File: src/rtl/sr_bank_pkg.sv
// Shared encodings for the SR status-bank arbiter: FSM states and set/clear op codes.
package sr_bank_pkg;

    typedef enum logic [1:0] {
        ST_IDLE  = 2'd0,
        ST_DRIVE = 2'd1,
        ST_ACK   = 2'd2
    } state_t;

    localparam logic OP_CLR = 1'b0;
    localparam logic OP_SET = 1'b1;

endpackage

File: src/rtl/sr_cell.sv
// One SR status bit, async clear to 0; s=r=1 is never presented by the arbiter.
// Latency 1 clk from s/r to q; no backpressure.
module sr_cell (
    input  logic clk,
    input  logic clr,
    input  logic s,
    input  logic r,
    output logic q
);

    always_ff @(posedge clk or posedge clr) begin
        if (clr) begin
            q <= 1'b0;
        end else begin
            case ({s, r})
                2'b10:   q <= 1'b1;
                2'b01:   q <= 1'b0;
                default: q <= q;
            endcase
        end
    end

endmodule

File: src/rtl/sr_bank_arbiter.sv
// Round-robin sequencer driving one set/clear pulse per op into a bank of SR cells.
// gnt 1 clk after the arbitration edge, 1 op per 3 clks; losers hold req until granted.
module sr_bank_arbiter
    import sr_bank_pkg::*;
#(
    parameter int N_REQ = 4,
    parameter int WIDTH = 8,
    parameter int IW    = $clog2(WIDTH)
) (
    input  logic                clk,
    input  logic                clr,
    input  logic [N_REQ-1:0]    req,
    input  logic [N_REQ-1:0]    req_op,
    input  logic [N_REQ*IW-1:0] req_idx,
    output logic [N_REQ-1:0]    gnt,
    output logic                err,
    output logic                busy,
    output logic [WIDTH-1:0]    q
);

    localparam int PW = $clog2(N_REQ);
    localparam logic [IW:0] WLIM = (IW+1)'(WIDTH);

    state_t            state, state_nxt;
    logic [PW-1:0]     ptr;
    logic [PW-1:0]     win_id;
    logic              win_op;
    logic [IW-1:0]     win_idx;
    logic [PW-1:0]     pick;
    logic              pick_vld;
    logic [PW:0]       cand;
    logic              in_range;
    logic [WIDTH-1:0]  s, r;

    // First active requester at or after ptr, wrapping modulo N_REQ.
    always_comb begin
        pick     = '0;
        pick_vld = 1'b0;
        cand     = '0;
        for (int k = 0; k < N_REQ; k++) begin
            cand = {1'b0, ptr} + (PW+1)'(k);
            if (cand >= (PW+1)'(N_REQ)) begin
                cand = cand - (PW+1)'(N_REQ);
            end
            if (!pick_vld && req[cand]) begin
                pick_vld = 1'b1;
                pick     = cand[PW-1:0];
            end
        end
    end

    always_ff @(posedge clk or posedge clr) begin
        if (clr) begin
            state <= ST_IDLE;
        end else begin
            state <= state_nxt;
        end
    end

    always_comb begin
        state_nxt = state;
        case (state)
            ST_IDLE:  state_nxt = pick_vld ? ST_DRIVE : ST_IDLE;
            ST_DRIVE: state_nxt = ST_ACK;
            ST_ACK:   state_nxt = ST_IDLE;
            default:  state_nxt = ST_IDLE;
        endcase
    end

    // Winner's op is captured once; later changes on its inputs are ignored.
    always_ff @(posedge clk or posedge clr) begin
        if (clr) begin
            ptr     <= '0;
            win_id  <= '0;
            win_op  <= OP_CLR;
            win_idx <= '0;
        end else if (state == ST_IDLE && pick_vld) begin
            win_id  <= pick;
            win_op  <= req_op[pick];
            win_idx <= req_idx[pick*IW +: IW];
        end else if (state == ST_ACK) begin
            ptr <= (win_id == PW'(N_REQ-1)) ? '0 : win_id + PW'(1);
        end
    end

    assign in_range = ({1'b0, win_idx} < WLIM);

    always_comb begin
        gnt  = '0;
        err  = 1'b0;
        busy = 1'b0;
        s    = '0;
        r    = '0;
        case (state)
            ST_DRIVE: begin
                busy = 1'b1;
                for (int i = 0; i < WIDTH; i++) begin
                    if (in_range && win_idx == IW'(i)) begin
                        s[i] = (win_op == OP_SET);
                        r[i] = (win_op == OP_CLR);
                    end
                end
            end
            ST_ACK: begin
                busy        = 1'b1;
                gnt[win_id] = 1'b1;
                err         = !in_range;
            end
            default: ;
        endcase
    end

    for (genvar g = 0; g < WIDTH; g++) begin : g_cell
        sr_cell u_cell (
            .clk (clk),
            .clr (clr),
            .s   (s[g]),
            .r   (r[g]),
            .q   (q[g])
        );
    end

endmodule

File: config.mk
export PLATFORM = sky130hd
export DESIGN_NAME = sr_bank_arbiter
export DESIGN_NICKNAME = d
export VERILOG_FILES = /design/src/rtl/sr_bank_pkg.sv /design/src/rtl/sr_cell.sv /design/src/rtl/sr_bank_arbiter.sv
export SDC_FILE = /design/constraint.sdc
export NUM_CORES = 1
export LEC_CHECK = 0
export CORE_UTILIZATION = 25
export DETAILED_ROUTE_END_ITERATION = 6
export SLEW_MARGIN = 5
export SYNTH_ARGS = -nofsm -noshare
export SYNTH_HDL_FRONTEND = slang
export SYNTH_HIERARCHICAL = 1
export SYNTH_SLANG_ARGS = --single-unit
export TNS_END_PERCENT = 50
File: constraint.sdc
create_clock -name clk -period 5.4 [get_ports clk]
set_clock_uncertainty 0.2 [all_clocks]
set_input_delay 1.08 -clock clk [delete_from_list [all_inputs] [get_ports clk]]
set_output_delay 1.08 -clock clk [all_outputs]
set_load 0.005 [all_outputs]
-- Yosys cells after proc, flatten, opt, wreduce, memory -nomap -nowiden
Cells that the tools add are included.
- $lt $le $gt $ge: 11
- $add $sub $neg: 8
- reduce and logical (&&, ||, !) cells: 20
- bitwise gates (word level): 2
- muxes and demuxes: 55
- eq/ne operators: 26
- $mul: 1
- shift-type cells: 1
- operator list (kind ; number):
    two-way mux 1 bit ; 28
    equality test 2 bit, second input constant ; 10
    equality test 2 x 1 -> 1 bit, second input constant ; 9
    two-way mux 8 bit ; 2
    one-hot mux 1 bit (2 select lines) ; 8
    nonzero test 2 bit ; 8
    equality test 3 bit, second input constant ; 4
    less-than comparator 3 bit, second input constant ; 4
    two-way mux 3 bit ; 4
    variable part select 12 x 5 -> 3 bit ; 1
    binary-select mux 1 bit (select 2 bit) ; 5
    two-way mux 2 bit ; 5
    >= comparator 3 bit, second input constant ; 3
    subtractor 3 bit, second input constant ; 3
    adder 2 x 2 -> 3 bit, second input constant ; 2
    equality test 3 x 2 -> 1 bit, second input constant ; 2
    less-than comparator 2 x 3 -> 1 bit, second input constant ; 2
    logical AND 1 bit ; 5
    multiplier 2 x 2 -> 4 bit, second input constant ; 1
    two-way mux 4 bit ; 1
    one-hot mux 2 bit (2 select lines) ; 1
    adder 2 x 1 -> 3 bit, second input constant ; 1
    equality test 3 x 1 -> 1 bit, second input constant ; 1
    >= comparator 2 x 3 -> 1 bit, second input constant ; 1
    10 further kinds ; 13
- output and inout bits: 14
- logic and storage cells: 137
- register bits: 18
- bits of input ports: 22

-- Depth between registers and ports, before layout
- word-level depth: 17
- gate-level depth with buffers: 7
- gate-level depth less buffers: 7

-- Cells and area by module
The synthesis kept the hierarchy.
- modules (own cells, without submodules) (module ; sequential area each (um2) ; cells each ; area an instance (um2) ; times used):
    sr_bank_arbiter ; 250.2 ; 103 ; 877.1 ; 1
    sr_cell ; 25.0 ; 6 ; 58.8 ; 8

-- Worst setup path before layout
OpenSTA, ideal clock, no wires.
- path kind: in2reg
- start point: input port req[0]
- end point: register win_idx[0]
- library setup time: 0.136 ns
- arrival: 2.003 ns
- data required time: 5.064 ns
- buffers on the path: 1
- slack: 3.061 ns
- stages on the path: 3
- path through: o41ai_2 buf_6 o311ai_2
- longest elaborated chain between the ends: 14
- elaborated cells on any way between the ends: 25
- those cells by class: 1 x mul; 1 x shift; 16 x mux; 7 x reduce/logical
- RTL lines (item ; line ; source):
    start, declared ; sr_bank_arbiter.sv:12 ; input logic [N_REQ-1:0] req,
    binary-select mux 1 bit (select 2 bit) ; sr_bank_arbiter.sv:45 ; if (!pick_vld && req[cand]) begin
    two-way mux 1 bit (implied by the code) ; sr_bank_arbiter.sv:45 ;
    two-way mux 1 bit ; sr_bank_arbiter.sv:45 ;
    zero test 1 bit ; sr_bank_arbiter.sv:45 ;
    logical AND 1 bit ; sr_bank_arbiter.sv:45 ;
    two-way mux 1 bit ; sr_bank_arbiter.sv:45 ;
    zero test 1 bit ; sr_bank_arbiter.sv:45 ;
    logical AND 1 bit ; sr_bank_arbiter.sv:45 ;
    two-way mux 1 bit ; sr_bank_arbiter.sv:45 ;
    zero test 1 bit ; sr_bank_arbiter.sv:45 ;
    logical AND 1 bit ; sr_bank_arbiter.sv:45 ;
    two-way mux 2 bit ; sr_bank_arbiter.sv:45 ;
    multiplier 2 x 2 -> 4 bit ; sr_bank_arbiter.sv:80 ; win_idx <= req_idx[pick*IW +: IW];
    variable part select 12 x 5 -> 3 bit ; sr_bank_arbiter.sv:80 ;
    end signal, assigned ; sr_bank_arbiter.sv:80 ;
    end, declared ; sr_bank_arbiter.sv:28 ; logic [IW-1:0] win_idx;
Parallel ways exist; a longest one is shown, timed or not. The select of a mux whose other input is x is not followed.
A chain may end at the register's enable or synchronous reset.

-- Final worst setup path
- start point: register state[0]
- end point: output port gnt[1]
- longest elaborated chain between the ends: 2
- RTL lines (item ; line ; source):
    start, declared ; sr_bank_arbiter.sv:24 ; state_t state, state_nxt;
    start signal, assigned ; sr_bank_arbiter.sv:56 ; state <= state_nxt;
    equality test 2 bit ; - ;
    two-way mux 4 bit ; sr_bank_arbiter.sv:94 ; case (state)
    end, declared ; sr_bank_arbiter.sv:15 ; output logic [N_REQ-1:0] gnt,
No other way between the ends.

==> run summary <==
Overall Global Routing Usage: 0.105
f_max: 0.345 GHz
CP startpoint kind: flip-flop
core box area: 0.00514 mm2
CTS tree: yes
Post-synth ARST share: 1.00
FF-to-FF path depth: 6
setup bufs post-CTS: 0
grt ovf: 0
RSZ-0062 raised after global routing: no
DP HPWL: 2120 um
IO Port Bufs: 34
initial drt markers: 61
1st-pass router iterations: 4
critical path's slowest cell: clkdlybuf4s50_1
Primary FF master, synth: dfrtp_1
part of the cycle the worst path needs: 0.536
WP data arrival: 1620 ps
WS Path Type: reg2out
crit-path max cell delay: 490 ps
CP Buf/Inv Count: 2
critical path data required time: 4120 ps
diode count: 0
vias per cell: 4.17
Cell Chain, Critical Path: inv_1 -> ha_1 -> and2_1 -> clkdlybuf4s50_1
top cells by area, synth: dfrtp_1, ha_1, mux2i_1
Clock Pin Slew Worst Setup and Hold Paths: 70 ps
syn nets: 188
startpoint of the worst hold path: g_cell[4].u_cell/q
cts repair resizes: 0
met2 Use GR: 0.168
WHS: 319 ps
GP Congestion: 0.759
die width: 75.4 um
commonest cells after routing, fill and taps aside: clkdlybuf4s50_1, inv_1, dfrtp_1
Post-Syn Area: 0.00135 mm2
I/O pins: 36
EDFF count, synth: 0
# setup viols final: 0
# DRC: 0
Initial Util: 0.262
Pleak: 0.000859 uW
Worst Setup End Kind: primary output
clock tree root buffer cell: clkbuf_8
#FFs+latches synth: 18
Hold Crit Class: reg2reg
cell family with most CP delay: buffers and inverters
fraction of layout cells with a size suffix above 1: 0.0695
reg-to-reg endpoint: g_cell[0].u_cell/q
sequential share of the synthesized area: 0.334
Die ar.: 0.00569 mm2
hold depth: 2
final core occ: 0.353
fin nets: 225
Post-CTS Hold Fix Bufs: 0
Final Hold Fails: 0
Yosys top cell by area: dfrtp_1
Slew Limit Fails: 0
latest clock arrival within the worst-skew pair: 250 ps
post-route ant nets: 0
busiest grt layer: met2
Mapped Cells: 151
WL final: 2590 um
Die Y: 75.4 um
Ys Warns: 6
status: complete, no violations
Syn-to-layout area delta: 34.7%
first-pass GRT wire length: 4700 um
TritonCTS Buffers: 3
minimum clock period: 2900 ps
GR Layer Usage met3: 0.0172
TNS Setup: 0 ps
r2r setup slk: 3340 ps
FP Rows: 26
PD cells: 412 mW/mm2
peak supply drop: 0.232 mV
H-tree depth: 1
CP max FO: 7
pin count of the biggest net entering global routing: 18
syn_area_per_cell: 8.92 um2
Synth top area share: 0.334
Crit Reg-Reg Startpoint: state[1]
DR vias: 1,072
CTS max path bufs: 2
sink of the worst hold path: g_cell[4].u_cell/q
DR WL/cell: 10.1 um
CTS sink cnt: 18
GR Layer Usage met1: 0.145
unique cell type count in the Yosys netlist: 33
Max-Cap Viols: 0
vias in the first global route: 1,071
initial antenna violation count: 0
commonest non-fill, non-tap cell in the layout: clkdlybuf4s50_1
==> state kept, by name, summed over array words and instances, names as in the netlist <==
signal,flops
state,2
win_idx,3
win_op,1
ptr,2
win_id,2
g_cell.u_cell/q,8
==> how the worst max path moves through the flow <==
stage	startpoint	end	slack, ps	cells after the start
floorplan	req[0]	win_idx[0]	3060	3
global placement	req[1]	win_idx[2]	2480	6
detailed placement	req[2]	win_idx[0]	2480	6
CTS	state[0]	gnt[1]	2480	4
global route	state[0]	gnt[1]	2400	4
finish	state[0]	gnt[1]	2500	4
==> per-layer routing <==
| metal | up-vias | share of wire |
|---|---|---|
| li1 | 571 | - |
| met4 | 0 | 0.0054 |
| met1 | 471 | 0.53 |
| met3 | 2 | 0.040 |
| met2 | 28 | 0.42 |
| met5 | - | 0 |
==> cell type report <==
type | count | area (um2)
Multi-Input combinational cell | 99 | 758
Sequential cell | 18 | 450
Timing Repair Buffer | 35 | 348
Fill cell | 566 | 3320
Clock buffer | 4 | 55.1
Tap cell | 70 | 87.6
Inverter | 31 | 116
==> power by group <==
part	internal, uW	switching [uW]
clock	64.7	44.4
sequential	196	56.9
combinational	203	182
==> kinds of logic after synthesis <==
family / Yosys count / synth area share
adder cells (fa/ha/maj): 15 / 0.139
buffers and inverters: 34 / 0.103
flip-flops: 18 / 0.334
multiplexers: 14 / 0.105
AND/OR/NAND/NOR: 46 / 0.172
AO/OA/AOI/OAI: 23 / 0.144
other: 1 / 0.00278
==> worst reg2reg max path: cells and delay by family (launching register included) <==
family / cells / cell delay [ps]
and+or+nand+nor: 2 / 670
adders and majority gates: 2 / 480
DFF: 1 / 390
muxes: 1 / 120
buffers and inverters: 1 / 90
==> cells in the mapped netlist (2+ instances only) <==
| cell | number |
|---|---|
| mux2i_1 | 13 |
| dfrtp_1 | 18 |
| and2_1 | 5 |
| a211o_1 | 4 |
| o311ai_1 | 3 |
| nand3b_1 | 2 |
| nor2b_1 | 2 |
| nor2_1 | 12 |
| ha_1 | 15 |
| o21ai_0 | 5 |
| nor3_1 | 4 |
| nand2b_1 | 4 |
| nand2_1 | 10 |
| nand3_1 | 5 |
| inv_1 | 31 |
==> per-stage QoR <==
| stage | setup WS [ps] | instances | area, um2 | power [uW] |
|---|---|---|---|---|
| global route | 2400 | 257 | 1820 | 828 |
| global placement | 2480 | 253 | 1760 | 640 |
| finish | 2500 | 257 | 1820 | 748 |
| floorplan | 3060 | 151 | 1350 | 503 |
| detailed placement | 2480 | 253 | 1760 | 645 |
| CTS | 2480 | 257 | 1820 | 760 |
Power figures use the tool's default switching activity.
